`src/rtl/lcd_pkg.sv`:
```
`default_nettype none
// ============================================================================
// Module   : lcd_pkg
// Brief    : Shared types and constants for the LCD raster timing generator:
//            pixel width, stream FSM state encoding and the colour-bar table.
// Revision : 1.0 - initial release
// ============================================================================
package lcd_pkg;

  localparam int c_RGB_W = 24;

  typedef logic [c_RGB_W-1:0] rgb_t;

  typedef enum logic [0:0] {
    SYNC_WAIT = 1'b0,
    LOCKED    = 1'b1
  } lcd_state_e;

  // Eight vertical bars, left to right, in classic descending-luma order.
  function automatic rgb_t bar_colour(input logic [2:0] idx);
    case (idx)
      3'd0:    return 24'hFFFFFF;  // white
      3'd1:    return 24'hFFFF00;  // yellow
      3'd2:    return 24'h00FFFF;  // cyan
      3'd3:    return 24'h00FF00;  // green
      3'd4:    return 24'hFF00FF;  // magenta
      3'd5:    return 24'hFF0000;  // red
      3'd6:    return 24'h0000FF;  // blue
      default: return 24'h000000;  // black
    endcase
  endfunction

endpackage
`default_nettype wire

```
`src/rtl/lcd_sync_cnt.sv`:
```
`default_nettype none
// ============================================================================
// Module   : lcd_sync_cnt
// Brief    : Horizontal/vertical raster counters with combinational decode of
//            the active window, sync windows and the first pixel of a frame.
// Revision : 1.0 - initial release
// ============================================================================
module lcd_sync_cnt #(
  parameter int H_ACTIVE = 1024,
  parameter int H_FP     = 40,
  parameter int H_SYNC   = 128,
  parameter int H_BP     = 88,
  parameter int V_ACTIVE = 600,
  parameter int V_FP     = 1,
  parameter int V_SYNC   = 4,
  parameter int V_BP     = 23,
  parameter int H_W      = 11,
  parameter int V_W      = 10
) (
  input  logic           clk_i,
  input  logic           rstn_i,
  output logic [H_W-1:0] o_h_cnt,
  output logic           o_active,
  output logic           o_hs,
  output logic           o_vs,
  output logic           o_first
);

  localparam int c_H_TOTAL = H_ACTIVE + H_FP + H_SYNC + H_BP;
  localparam int c_V_TOTAL = V_ACTIVE + V_FP + V_SYNC + V_BP;

  logic [H_W-1:0] r_h_cnt;
  logic [V_W-1:0] r_v_cnt;
  logic           w_h_wrap;
  logic           w_v_wrap;

  assign w_h_wrap = (r_h_cnt == H_W'(c_H_TOTAL - 1));
  assign w_v_wrap = (r_v_cnt == V_W'(c_V_TOTAL - 1));

  // Free-running raster position; vertical count advances on each line wrap.
  always_ff @(posedge clk_i) begin
    if (!rstn_i) begin
      r_h_cnt <= '0;
      r_v_cnt <= '0;
    end else if (w_h_wrap) begin
      r_h_cnt <= '0;
      r_v_cnt <= w_v_wrap ? '0 : r_v_cnt + 1'b1;
    end else begin
      r_h_cnt <= r_h_cnt + 1'b1;
    end
  end

  assign o_h_cnt  = r_h_cnt;
  assign o_active = (r_h_cnt < H_W'(H_ACTIVE)) && (r_v_cnt < V_W'(V_ACTIVE));
  assign o_hs     = (r_h_cnt >= H_W'(H_ACTIVE + H_FP)) &&
                    (r_h_cnt <  H_W'(H_ACTIVE + H_FP + H_SYNC));
  assign o_vs     = (r_v_cnt >= V_W'(V_ACTIVE + V_FP)) &&
                    (r_v_cnt <  V_W'(V_ACTIVE + V_FP + V_SYNC));
  assign o_first  = (r_h_cnt == '0) && (r_v_cnt == '0);

endmodule
`default_nettype wire

```
`src/rtl/lcd_timing_gen.sv`:
```
`default_nettype none
// ============================================================================
// Module   : lcd_timing_gen
// Brief    : Raster timing generator and pixel pacer. Pulls pixels from a
//            valid/ready stream at the panel rate (or shows a colour-bar test
//            pattern) and drives registered DE/HS/VS/RGB to the LVDS tx.
// Revision : 1.0 - initial release
// ============================================================================
module lcd_timing_gen #(
  parameter int          H_ACTIVE  = 1024,
  parameter int          H_FP      = 40,
  parameter int          H_SYNC    = 128,
  parameter int          H_BP      = 88,
  parameter int          V_ACTIVE  = 600,
  parameter int          V_FP      = 1,
  parameter int          V_SYNC    = 4,
  parameter int          V_BP      = 23,
  parameter logic        HS_POL    = 1'b0,
  parameter logic        VS_POL    = 1'b0,
  parameter logic [23:0] UFLOW_RGB = 24'hFF0000
) (
  input  logic        clk_i,
  input  logic        rstn_i,
  input  logic        display_sel,
  input  logic [23:0] s_data_i,
  input  logic        s_sof_i,
  input  logic        s_valid_i,
  output logic        s_ready_o,
  output logic [23:0] rgb_o,
  output logic        de_o,
  output logic        hs_o,
  output logic        vs_o,
  output logic        frame_start_o,
  output logic        underflow_o,
  output logic        locked_o
);

  import lcd_pkg::*;

  localparam int c_H_TOTAL = H_ACTIVE + H_FP + H_SYNC + H_BP;
  localparam int c_V_TOTAL = V_ACTIVE + V_FP + V_SYNC + V_BP;
  localparam int c_H_W     = $clog2(c_H_TOTAL + 1);
  localparam int c_V_W     = $clog2(c_V_TOTAL + 1);
  localparam int c_BAR_PIX = H_ACTIVE / 8;

  logic [c_H_W-1:0] w_h_cnt;
  logic             w_active;
  logic             w_hs;
  logic             w_vs;
  logic             w_first;
  logic [2:0]       w_bar_idx;
  logic             w_mode;
  logic             w_head_sof;
  logic             w_ready;
  logic             w_uflow;
  rgb_t             w_rgb;
  lcd_state_e       w_state_nxt;

  logic             r_mode;
  lcd_state_e       r_state;
  rgb_t             r_rgb;
  logic             r_de;
  logic             r_hs;
  logic             r_vs;
  logic             r_fs;
  logic             r_uflow;
  logic             r_locked;

  lcd_sync_cnt #(
    .H_ACTIVE (H_ACTIVE),
    .H_FP     (H_FP),
    .H_SYNC   (H_SYNC),
    .H_BP     (H_BP),
    .V_ACTIVE (V_ACTIVE),
    .V_FP     (V_FP),
    .V_SYNC   (V_SYNC),
    .V_BP     (V_BP),
    .H_W      (c_H_W),
    .V_W      (c_V_W)
  ) u_sync_cnt (
    .clk_i    (clk_i),
    .rstn_i   (rstn_i),
    .o_h_cnt  (w_h_cnt),
    .o_active (w_active),
    .o_hs     (w_hs),
    .o_vs     (w_vs),
    .o_first  (w_first)
  );

  assign w_bar_idx = 3'(w_h_cnt / c_H_W'(c_BAR_PIX));

  // The frame's first pixel already obeys the newly sampled mode, so the
  // switch lines up exactly with frame_start_o.
  assign w_mode     = w_first ? display_sel : r_mode;
  assign w_head_sof = s_valid_i & s_sof_i;
  assign s_ready_o  = w_ready;

  // Mode latch: display_sel is only honoured at the top-left pixel.
  always_ff @(posedge clk_i) begin
    if (!rstn_i) begin
      r_mode <= 1'b1;
    end else if (w_first) begin
      r_mode <= display_sel;
    end
  end

  // Stream alignment FSM state register.
  always_ff @(posedge clk_i) begin
    if (!rstn_i) begin
      r_state <= SYNC_WAIT;
    end else begin
      r_state <= w_state_nxt;
    end
  end

  // Next-state, stream handshake and pixel selection for the current position.
  always_comb begin
    w_state_nxt = r_state;
    w_ready     = 1'b0;
    w_uflow     = 1'b0;
    w_rgb       = '0;
    if (!w_mode) begin
      // Test pattern: keep the stream drained and force realignment later.
      w_state_nxt = SYNC_WAIT;
      w_ready     = 1'b1;
      if (w_active) begin
        w_rgb = bar_colour(w_bar_idx);
      end
    end else begin
      case (r_state)
        SYNC_WAIT: begin
          // Drop everything up to an SOF, then park it until the raster top.
          w_ready = ~w_head_sof | w_first;
          if (w_active) begin
            w_rgb = UFLOW_RGB;
          end
          if (w_first && w_head_sof) begin
            w_state_nxt = LOCKED;
            w_rgb       = s_data_i;
          end
        end
        LOCKED: begin
          if (w_active) begin
            if (!s_valid_i) begin
              w_rgb       = UFLOW_RGB;
              w_uflow     = 1'b1;
              w_state_nxt = SYNC_WAIT;
            end else if (s_sof_i && !w_first) begin
              // Short frame: leave the next frame's SOF at the head.
              w_rgb       = UFLOW_RGB;
              w_state_nxt = SYNC_WAIT;
            end else if (!s_sof_i && w_first) begin
              // Long frame: the surplus pixel is consumed and dropped.
              w_ready     = 1'b1;
              w_rgb       = UFLOW_RGB;
              w_state_nxt = SYNC_WAIT;
            end else begin
              w_ready = 1'b1;
              w_rgb   = s_data_i;
            end
          end
        end
      endcase
    end
  end

  // Output registers: everything reaches the pins one cycle after its position.
  always_ff @(posedge clk_i) begin
    if (!rstn_i) begin
      r_rgb    <= '0;
      r_de     <= 1'b0;
      r_hs     <= ~HS_POL;
      r_vs     <= ~VS_POL;
      r_fs     <= 1'b0;
      r_uflow  <= 1'b0;
      r_locked <= 1'b0;
    end else begin
      r_rgb    <= w_rgb;
      r_de     <= w_active;
      r_hs     <= w_hs ? HS_POL : ~HS_POL;
      r_vs     <= w_vs ? VS_POL : ~VS_POL;
      r_fs     <= w_first;
      r_uflow  <= w_uflow;
      r_locked <= (w_state_nxt == LOCKED);
    end
  end

  assign rgb_o         = r_rgb;
  assign de_o          = r_de;
  assign hs_o          = r_hs;
  assign vs_o          = r_vs;
  assign frame_start_o = r_fs;
  assign underflow_o   = r_uflow;
  assign locked_o      = r_locked;

endmodule
`default_nettype wire

```
`config.mk`:
```
export PLATFORM = sky130hd
export DESIGN_NAME = lcd_timing_gen
export DESIGN_NICKNAME = d
export VERILOG_FILES = /design/src/rtl/lcd_pkg.sv /design/src/rtl/lcd_sync_cnt.sv /design/src/rtl/lcd_timing_gen.sv
export SDC_FILE = /design/constraint.sdc
export NUM_CORES = 1
export LEC_CHECK = 0
export ABC_CLOCK_PERIOD_IN_PS = 4059
export BUFFER_PORTS_ARGS = -buffer_cell sky130_fd_sc_hd__buf_2
export CORE_MARGIN = 2
export CORE_UTILIZATION = 45
export CTS_BUF_LIST = sky130_fd_sc_hd__clkbuf_16
export DETAILED_ROUTE_END_ITERATION = 16
export PLACE_DENSITY = 0.7
export REMOVE_ABC_BUFFERS = 1
export SYNTH_ARGS = -nofsm -noshare
export SYNTH_HDL_FRONTEND = slang
export SYNTH_SLANG_ARGS = --single-unit
```
`constraint.sdc`:
```
create_clock -name clk_i -period 4.06 [get_ports clk_i]
set_input_delay 0.609 -clock clk_i [delete_from_list [all_inputs] [get_ports clk_i]]
set_output_delay 0.609 -clock clk_i [all_outputs]
set_load 0.02 [all_outputs]
```
==> summary.md, run 1 <==
| Metric | Value |
|---|---|
| Outcome | finished, final reports clean |
| DRC Markers | 0 |
| CTS Buffer Depth | 2 |
| Worst Hold Class | reg2reg |
| Mean area per synthesized cell | approximately 8.8 um2 |
| Nets | between 300 and 400 |
| Cell Area, Synth | around 2300 um2 |
| Number of synthesized flops with an enable pin | 0 |
| Final worst slack | ~0.63 ns |
| Clock power frac | a little over a third |
| Register area | about 1000 um2 |
| Switching Power | approximately 0.33 mW |
| GR Overflow Total | 0 |
| Post-synthesis register bit count | 52 |
| Asr flop ratio synth | 0% |
| Post-DP HPWL | ~3600 um |
| Share of the yosys chip area belonging to registers | between 40% and 50% |
| Worst VDD drop | between 0.0002 and 0.00025 V |
| CTS tree | done |
| H-tree levels | 2 |
| Hold endpoint | u_sync_cnt.o_h_cnt[0] |
| CTS Sinks | 52 |
| Die ar. | around 5700 um2 |
| Netlist cell types | 46 |
| Sum Neg Setup Slack | 0 ns |
| Post-Synthesis Cells | approximately 260 |
| Starting Density | a little under half |
| Quantity of gates resized following cts | 0 |
| Total of max-cap violations | 0 |
| R2r setup slk | around 0.63 ns |
| Slew HR | 52.6% |
| DR vias | between 1500 and 2000 |
| Main flop type after synthesis | dfxtp_1 |
| GRT Util Overall | between 15 and 20% |
| Placed insts | 384 |
| Most frequent cells in the layout | buf_2 (59), dfxtp_1 (52), nor2_1 (29), nand2_1 (28), o21ai_0 (20) |
| Vias in the first global route | between 1500 and 2000 |
| DR vias/cell | roughly 5.1 |
| Final Setup Violations | 0 |
| DR WL/cell | approximately 13 um |
| Leak pwr | roughly 1.2 nW |
| Diode count | 0 |
| Worst hold start | u_sync_cnt.o_h_cnt[0] |
| Critical path class | reg2reg |
| Warning count from the yosys run | 0 |
| Multi-input logic area | 1190 um2 |
| Power Internal | 0.861 mW |
| CORE AREA | 5010 um2 |
| Pwr dens | approximately 430 nW/um2 |
| Fmax achieved | 0.291 GHz |
| RSZ-0062 raised after global routing | no |
| Worst-Skew Late Latency | 0.29 ns |
| RR Endpoint | rgb_o[11] |
| Final Util | 55.9% |
| Critical path arrival | roughly 3.7 ns |
| RePlAce Congestion | 0.809 |
| Reg clk slew, reported paths | 0.07 ns |
| DR iter-0 viols | 63 |
| WP data required | approximately 4.3 ns |
| Pin count of the biggest net entering global routing | 23 |
| Final instance area | around 2800 um2 |
| Dominant cells by area after synthesis | dfxtp_1 (45%), nor2_1 (4.7%), nand2_1 (4.6%) |
| Die W | between 70 and 80 um |
| Row count | 26 |
| Setup bufs post-CTS | 0 |
| First-pass GRT wire length | approximately 7900 um |
| Final hold vios | 0 |
| Share of layout cells above drive strength 1 | between 20% and 30% |
| Final worst path period share | between 80% and 90% |
| Layout fillers | 481 |
| Initial antenna violation count | 0 |
| CTS root buffer | clkbuf_16 |
| Slew @ Worst Pin | approximately 0.71 ns |
| IO Port Bufs | just under 60 |
| Final ANT Viol Nets | 0 |
| DP Area | 2650 um2 |
| Fin Hold WS | approximately 0.53 ns |
| Inserted Clock Buffers | 5 |
| Post-layout minimum cycle time | around 3.4 ns |
| # IOs | 60 |
| Sw frac | between 20% and 30% |
| Non-filler cells, final | between 300 and 400 |
| Count of pins over their slew limit | 0 |
| Final wirelength | 4930 um |
| Worst setup SP type | flop |
| Register-to-Register Path Depth | 11 |
| Worst Path Max Fanout | 16 |
| Yosys top cell area share | between 40% and 50% |
| CTS Hold Bufs | 0 |
| Gate power share | roughly 17% |
| Commonest non-fill, non-tap cell in the layout | buf_2 |
| Die height | 75.5 um |
| Synth-to-Final Area Change | 21.6% |
| Final Total Pwr | 1.20 mW |
| Drt pass-1 iters | 4 |
| Element type at the critical path end | flop |
| Hold depth | 1 |
| FF-to-FF Start | u_sync_cnt.r_v_cnt[0] |
| Final Skew | between 0.006 and 0.007 ns |
| Worst slack at placement | approximately 0.62 ns |
| Seq pwr share | between 40 and 50% |
| Area leader, netlist | dfxtp_1 |
power groups by stage:
| stage | sequential (mW) | combinational, mW | clock [mW] |
|---|---|---|---|
| global route | 0.575 | 0.225 | 0.452 |
| floorplan | 0.637 | 0.0711 | 0 |
| global placement | 0.581 | 0.201 | 0 |
| finish | 0.569 | 0.202 | 0.424 |
| CTS | 0.570 | 0.204 | 0.434 |
| detailed placement | 0.581 | 0.204 | 0 |
layout make-up:
type | instances | area share [%]
Clock buffer | 5 | 4.47
Clock inverter | 3 | 0.893
Inverter | 10 | 1.34
Multi-Input combinational cell | 193 | 42.5
Sequential cell | 52 | 37.2
Tap cell | 70 | 3.13
Timing Repair Buffer | 59 | 10.5
metal layers:
| layer | vias up | track usage (%) | part of all wire, % |
|---|---|---|---|
| met2 | 60 | 30.0 | 46 |
| met3 | 4 | 4.10 | 6.3 |
| li1 | 1041 | - | - |
| met1 | 893 | 22.4 | 47 |
| met5 | - | 0 | 0 |
| met4 | 0 | 6.43 | 0.73 |
registers in the layout, summed over array words and instances (netlist names):
name and cells:
de_o 1, frame_start_o 1, hs_o 1, locked_o 1, r_mode 1, rgb_o 24
u_sync_cnt.o_h_cnt 11, u_sync_cnt.r_v_cnt 10, underflow_o 1, vs_o 1
worst max path at each step:
stage                           from         to  slack [ns]  depth (start not counted)
6_report       u_sync_cnt.r_v_cnt[0]  rgb_o[11]        0.63                         11
5_1_grt        u_sync_cnt.r_v_cnt[0]  rgb_o[11]        0.30                         11
4_1_cts        u_sync_cnt.r_v_cnt[0]  rgb_o[11]        0.61                         11
3_5_place_dp   u_sync_cnt.r_v_cnt[0]  rgb_o[11]        0.62                         11
3_3_place_gp   u_sync_cnt.r_v_cnt[0]  rgb_o[11]        0.79                         11
2_1_floorplan  u_sync_cnt.r_v_cnt[0]  rgb_o[10]        1.03                         11
cell usage after synthesis (2+ instances only):
| library cell | instances |
|---|---|
| xnor2_1 | 5 |
| nand2_1 | 28 |
| a211oi_1 | 2 |
| clkbuf_1 | 6 |
| inv_1 | 9 |
| nor3_1 | 2 |
| nand4b_1 | 4 |
| o21ai_0 | 20 |
| xor2_1 | 12 |
| or3_1 | 3 |
| o211ai_1 | 2 |
| dfxtp_1 | 52 |
| ha_1 | 8 |
| o21ai_1 | 19 |
| nor2_1 | 29 |
| or4_1 | 2 |
| nand3_1 | 10 |
| or2_2 | 2 |
| nor4_1 | 4 |
| nor2b_1 | 2 |
| a21oi_1 | 9 |
| nand4_1 | 6 |
| and3_1 | 4 |
worst max-delay path: stages (launching register included):
cell	delay, ns
dfxtp_1	0.35
inv_1	0.12
ha_1	0.15
or4b_4	0.50
nor4b_4	0.38
inv_1	0.10
ha_1	0.22
nand4bb_1	0.36
or4_1	0.49
o21ai_1	0.16
a31oi_2	0.29
o21ai_0	0.25
logic make-up after synthesis:
family / share of synthesized area (%)
and+or+nand+nor: 26.8
DFF: 45.2
buffers and inverters: 3.15
xor gates and xnor gates: 6.46
adders and majority gates: 4.35
AOI/OAI and AO/OA: 14.1
Power figures use the tool's default switching activity.
==> run 2, diff against run 1 <==
Settings changed: ABC_CLOCK_PERIOD_IN_PS 4059 to 3460.
Clock period 4.06 ns to 3.46 ns, I/O delays scaled along.
==> run 2 against run 1 <==
Compared with the run above: via count shrank 0.85%; critical path depth is the same; global-route usage grew 0.11 points; sequential share of layout area shrank 0.28 points; maximum frequency grew 6.6%; combinational power grew 20%; critical endpoint unchanged; largest power group unchanged.
==> summary.md, run 2 (synthesis results as in run 1) <==
| Metric | Value |
|---|---|
| Outcome | finished, final reports clean |
| First-pass GRT wire length | 8000 um (+1.6%) |
| Final Util | 56.3% (+0.42 points) |
| Final hold vios | 0 (unchanged) |
| Die W | 75.5 um (unchanged) |
| Worst Hold Class | in2reg |
| Critical path class | reg2reg |
| DP Area | 2660 um2 (+0.28%) |
| DRC Markers | 0 (unchanged) |
| Share of layout cells above drive strength 1 | 24.8% (+0.54 points) |
| Max FFs per register | 24 (unchanged) |
| Cell family with most CP delay | simple AND/OR/NAND/NOR gates |
| Cell Chain, Critical Path | inv_1, ha_1, or4b_4, nor4b_4, inv_1, ha_1, nand4bb_2, or4_1, o21ai_1, a31oi_4, o21ai_0 |
| Initial antenna violation count | 0 (unchanged) |
| Register area | 1040 um2 (unchanged) |
| Row count | 26 (unchanged) |
| Fmax achieved | 0.311 GHz (+6.6%) |
| Final worst path period share | 93.1% (+8.6 points) |
| Slew @ Worst Pin | 0.658 ns (-0.0497 ns) |
| Total of max-cap violations | 0 (unchanged) |
| Pwr dens | 500 nW/um2 (+17%) |
| CTS root buffer | clkbuf_16 |
| Final Setup Violations | 0 (unchanged) |
| Post-layout minimum cycle time | 3.22 ns (-0.211 ns) |
| Reg clk slew, reported paths | 0.07 ns (about the same) |
| CTS Buffer Depth | 2 (unchanged) |
| WP data required | 3.68 ns (-0.60 ns) |
| DR iter-0 viols | 113 (+79%) |
| CORE AREA | 5010 um2 (unchanged) |
| Critical path arrival | 3.44 ns (-0.21 ns) |
| H-tree levels | 2 (unchanged) |
| Final Skew | 0.00500 ns (-0.00196 ns) |
| Worst-Skew Late Latency | 0.29 ns (about the same) |
| CTS Hold Bufs | 0 (unchanged) |
| Worst Path Max Fanout | 16 (unchanged) |
| DR vias/cell | 5.04 (-1.1%) |
| Element type at the critical path end | flop |
| Synth-to-Final Area Change | 22.5% |
| DR vias | 1981 (-0.85%) |
| Final wirelength | 4890 um (-0.79%) |
| IO Port Bufs | 59 (unchanged) |
| Slew HR | 55.9% (+3.3 points) |
| Slowest cell on crit path | or4b_4 |
| GRT Util Overall | 18.0% (+0.11 points) |
| Worst VDD drop | 0.000218 V (-1.1%) |
| Inserted Clock Buffers | 5 (unchanged) |
| Pin count of the biggest net entering global routing | 23 (unchanged) |
| # IOs | 60 (unchanged) |
| DR WL/cell | 12.4 um (-1.0%) |
| Most frequent cells in the layout | buf_2 (59), dfxtp_1 (52), nor2_1 (29), nand2_1 (28), o21ai_0 (20) |
| Count of pins over their slew limit | 0 (unchanged) |
| Leak pwr | 1.21 nW (+0.57%) |
| CP peak stage delay | 0.50 ns (about the same) |
| WP buf/inv | 2 (unchanged) |
| Worst setup SP type | flop |
| Vias in the first global route | 1830 (+4.3%) |
| Drt pass-1 iters | 4 (unchanged) |
| Layout fillers | 483 (+0.42%) |
| Commonest non-fill, non-tap cell in the layout | buf_2 |
| CTS tree | done |
| Starting Density | 46.0% (unchanged) |
| GR Overflow Total | 0 (unchanged) |
| Diode count | 0 (unchanged) |
| Die height | 75.5 um (unchanged) |
| RePlAce Congestion | 0.855 (+5.7%) |
| Final instance area | 2820 um2 (+0.76%) |
| Post-DP HPWL | 3480 um (-2.7%) |
| Nets | 359 (+0.28%) |
| CTS Sinks | 52 (unchanged) |
| Die ar. | 5710 um2 (unchanged) |
| Multi-input logic area | 1200 um2 (+1.2%) |
| Final ANT Viol Nets | 0 (unchanged) |
==> run 2: changes by cell type in the layout (fill, tap and decap cells not counted), sizes merged <==
cell  change
buf       +1
==> run 2: worst paths after layout <==
path | start | endpoint | slack [ns] | cells after the start
min reg2reg | u_sync_cnt.o_h_cnt[0] | u_sync_cnt.o_h_cnt[0] | 0.53 | 1
max | u_sync_cnt.r_v_cnt[0] | rgb_o[11] | 0.24 | 11
min | s_data_i[7] | rgb_o[7] | 0.46 | 3
max reg2reg | u_sync_cnt.r_v_cnt[0] | rgb_o[11] | 0.24 | 11
==> run 2: tightest hold or removal path, stage by stage <==
cell and delay (ns):
buf_2 0.10, nand2_1 0.05, o21ai_1 0.05
==> run 2: timing repair <==
action | in CTS | in global routing
setup endpoints to repair | 0 | 16
endpoints found under the hold margin | 0 | 0
resized for setup | 0 | 2
setup buffers | 0 | 0
==> run 2: report_power, final <==
group	switching (mW)	internal, mW	total, mW
Clock	0.229	0.273	0.502
Sequential	0.0149	0.652	0.667
Combinational	0.155	0.0877	0.243
Total	0.399	1.01	1.41
==> run 2: metrics by stage <==
stage | worst slack (ns) | hold slack [ns] | total power [mW] | setup TNS (ns) | cells
4_1_cts | 0.157 | 0.452 | 1.42 | 0 | 393
2_1_floorplan | 0.431 | 0.461 | 0.831 | 0 | 255
5_1_grt | -0.0233 | 0.452 | 1.48 | -0.0233 | 393
3_3_place_gp | 0.308 | 0.502 | 0.921 | 0 | 385
6_report | 0.240 | 0.455 | 1.41 | 0 | 393
3_5_place_dp | 0.175 | 0.512 | 0.923 | 0 | 385
==> run 2: layer usage <==
metal,track usage (%),wire (um)
met5,0,0
met4,5.46,46
met2,30.4,2210
met3,5.03,377
met1,22.2,2260
==> run 2: cell type report <==
cell class                      count  area share, %
Multi-Input combinational cell    193           42.6
Timing Repair Buffer               60           10.7
Inverter                           10           1.33
Clock inverter                      3          0.887
Clock buffer                        5           4.43
Sequential cell                    52           36.9
Tap cell                           70           3.10
==> run 3, diff against run 2 <==
Settings changed: ABC_AREA set to 1, PLACE_DENSITY 0.7 to 0.68.
==> run 3 against run 2 <==
Compared with the run above: sequential share of layout area decreased by 5.4 points; sequential cell count unchanged; cell count increased by 31%; clock skew decreased by 0.00079 ns; area after synthesis increased by 22%; combinational power increased by 13%; maximum frequency increased by 20%; die area increased by 21%; power increased by 4.8%; clock power increased by 9.8%; critical path type is now reg2out.
==> summary.md, run 3 <==
| Metric | Value |
|---|---|
| Outcome | finished, final reports clean |
| Switching Power | 0.410 mW (+2.9%) |
| Nets | 476 (+33%) |
| Post-synthesis share of cell area spent on xor and xnor gates | 1.87% (-4.6 points) |
| Worst VDD drop | 0.000226 V (+3.8%) |
| Warning count from the yosys run | 0 (unchanged) |
| Synth Area in Compound Gates | 10.2% (-3.9 points) |
| Drt pass-1 iters | 4 (unchanged) |
| Netlist cell types | 35 (-24%) |
| Final Setup Violations | 0 (unchanged) |
| Mean area per synthesized cell | 7.37 um2 (-16%) |
| Final Total Pwr | 1.48 mW (+4.8%) |
| H-tree levels | 2 (unchanged) |
| Quantity of gates resized following cts | 0 (unchanged) |
| Slew @ Worst Pin | 0.723 ns (+0.0650 ns) |
| Synth Area in Adders | 3.57% (-0.78 points) |
| Setup bufs post-CTS | 0 (unchanged) |
| Number of synthesized flops with an enable pin | 0 (unchanged) |
| Commonest non-fill, non-tap cell in the layout | nand2_1 |
| CP peak stage delay | 0.37 ns (-0.13 ns) |
| Share of the yosys chip area belonging to registers | 37.1% (-8.1 points) |
| Final wirelength | 6040 um (+23%) |
| Cell family with most CP delay | buffers and inverters |
| Slew HR | 51.7% (-4.3 points) |
| Final worst path period share | 77.4% (-16 points) |
| Placed insts | 507 (+32%) |
| Worst Hold Class | in2reg |
| RePlAce Congestion | 0.880 (+2.9%) |
| Yosys top cell area share | 37.1% (-8.1 points) |
| Non-filler cells, final | 515 (+31%) |
| # IOs | 60 (unchanged) |
| Max FFs per register | 24 (unchanged) |
| Sum Neg Setup Slack | 0 ns (unchanged) |
| Synth-to-Final Area Change | 17.7% |
| CORE AREA | 5990 um2 (+20%) |
| Post-Synthesis Cells | 381 (+45%) |
| Dominant cells by area after synthesis | dfxtp_1 (37%), nand2_1 (8.4%), inv_1 (7.2%) |
| DR WL/cell | 11.7 um (-5.8%) |
| CTS Sinks | 52 (unchanged) |
| Leak pwr | 1.53 nW (+26%) |
| Count of pins over their slew limit | 0 (unchanged) |
| Sw frac | 27.7% (-0.53 points) |
| CTS Buffer Depth | 2 (unchanged) |
| Die ar. | 6890 um2 (+21%) |
| Seq pwr share | 44.3% (-2.9 points) |
| Final instance area | 3300 um2 (+17%) |
| WP buf/inv | 4 (+2) |
| Diode count | 0 (unchanged) |
| DRC Markers | 0 (unchanged) |
| Critical path class | reg2out |
| IO Port Bufs | 59 (unchanged) |
| CTS root buffer | clkbuf_16 |
| Die W | 83.0 um (+9.9%) |
| Area leader, netlist | dfxtp_1 |
| Die height | 83.0 um (+9.9%) |
| DR vias/cell | 4.96 (-1.7%) |
| Worst setup SP type | flop |
| Post-synthesis register bit count | 52 (unchanged) |
| RSZ-0062 raised after global routing | no |
| Total of max-cap violations | 0 (unchanged) |
| Post-synthesis mux area share | 0% (unchanged) |
| Gate power share | 18.5% (+1.3 points) |
| Asr flop ratio synth | 0% (unchanged) |
| Final Util | 55.2% (-1.2 points) |
| Post-layout minimum cycle time | 2.68 ns (-0.542 ns) |
| Clock power frac | 37.2% (+1.7 points) |
| DR iter-0 viols | 112 (-0.88%) |
| CTS Hold Bufs | 0 (unchanged) |
| Post-synthesis simple-gate area fraction | 37.0% (+10 points) |
| Row count | 28 (+7.7%) |
| Pwr dens | 448 nW/um2 (-10%) |
| Inserted Clock Buffers | 5 (unchanged) |
| Power Internal | 1.07 mW (+5.6%) |
| Post-DP HPWL | 4560 um (+31%) |
| WP data required | 2.94 ns (-0.74 ns) |
| Most frequent CP cell | inv_1 |
| Fmax achieved | 0.373 GHz (+20%) |
| Worst Path Max Fanout | 7 (-9) |
| Initial antenna violation count | 0 (unchanged) |
| GR Overflow Total | 0 (unchanged) |
| Vias in the first global route | 2407 (+32%) |
| Largest family of logic cells by synthesized area | simple AND/OR/NAND/NOR gates |
| DR vias | 2552 (+29%) |
| Reg clk slew, reported paths | 0.07 ns (about the same) |
| Critical path arrival | 2.16 ns (-1.28 ns) |
| Synth top cells by count | nand2_1 (63), inv_1 (54), dfxtp_1 (52) |
| Main flop type after synthesis | dfxtp_1 |
| First-pass GRT wire length | 10800 um (+35%) |
| GRT Util Overall | 18.5% (+0.56 points) |
| Worst-Skew Late Latency | 0.29 ns (about the same) |
| Element type at the critical path end | primary output |
| Most common cell in the netlist | nand2_1 |
| Slowest cell on crit path | dfxtp_1 |
| Final hold vios | 0 (unchanged) |
| Starting Density | 46.9% (+0.89 points) |
| CTS tree | done |
| Share of layout cells above drive strength 1 | 28.0% (+3.2 points) |
| Final Skew | 0.00421 ns (-0.000794 ns) |
| Cell Area, Synth | 2810 um2 (+22%) |
| Final ANT Viol Nets | 0 (unchanged) |
| Cell Chain, Critical Path | inv_1, ha_1, nand3_1, inv_1, nand3_2, ha_1, nor2_1, inv_1, o211ai_1, buf_2 |
| Most frequent cells in the layout | nand2_1 (63), buf_2 (59), inv_1 (55), dfxtp_1 (52), nor2_1 (38) |
| DP Area | 3140 um2 (+18%) |
| Pin count of the biggest net entering global routing | 21 (-8.7%) |
run 3: area by class of cell:
class	instances	area [um2]
inverter	60	225
multi-input combinational	260	1480
tap	75	93.8
clock buffer	5	125
clock inverter	3	38.8
fill	551	2690
timing repair buffer	60	303
sequential	52	1040
run 3: kinds of logic after synthesis:
logic type,count (synthesis)
xor gates and xnor gates,6
AOI/OAI and AO/OA,47
buffers and inverters,69
DFF,52
and+or+nand+nor,199
adders and majority gates,8
run 3: per-stage QoR:
stage | setup WS, ns | hold slack, ns
after floorplan | 1.24 | 0.421
after global placement | 1.18 | 0.457
after detailed placement | 1.11 | 0.467
after CTS | 0.782 | 0.446
after global routing | 0.600 | 0.458
final | 0.782 | 0.445
run 3: path summary, 6_finish.rpt:
| check | start | to | slack (ns) | cells past startpoint |
|---|---|---|---|---|
| hold reg to reg | u_sync_cnt.o_h_cnt[0] | u_sync_cnt.o_h_cnt[0] | 0.48 | 1 |
| setup / recovery | u_sync_cnt.r_v_cnt[0] | s_ready_o | 0.78 | 10 |
| setup reg to reg | u_sync_cnt.r_v_cnt[0] | rgb_o[10] | 1.10 | 9 |
| hold / removal | s_valid_i | underflow_o | 0.44 | 2 |
run 3: layer usage:
layer  global-route usage [%]  vias up  part of all wire, %
li1                         -     1328                    -
met5                        0        -                    0
met1                     25.1     1141                   49
met4                     6.71        0                  1.8
met3                     4.47       10                  5.6
met2                     28.6       73                   43
run 3: power groups by stage:
stage	Clock (mW)	Combinational, mW	Sequential (mW)
after floorplan	0	0.137	0.720
after global placement	0	0.273	0.668
after detailed placement	0	0.275	0.669
after CTS	0.563	0.276	0.655
after global routing	0.592	0.308	0.660
final	0.551	0.274	0.655
run 3: worst reg2reg max path: stages (launching register included):
cell,delay (ns)
dfxtp_1,0.44
inv_1,0.12
ha_1,0.21
nand3_1,0.15
inv_1,0.09
nand3_2,0.11
nand2_1,0.06
nand2_1,0.53
nand3_2,0.35
a21oi_1,0.23
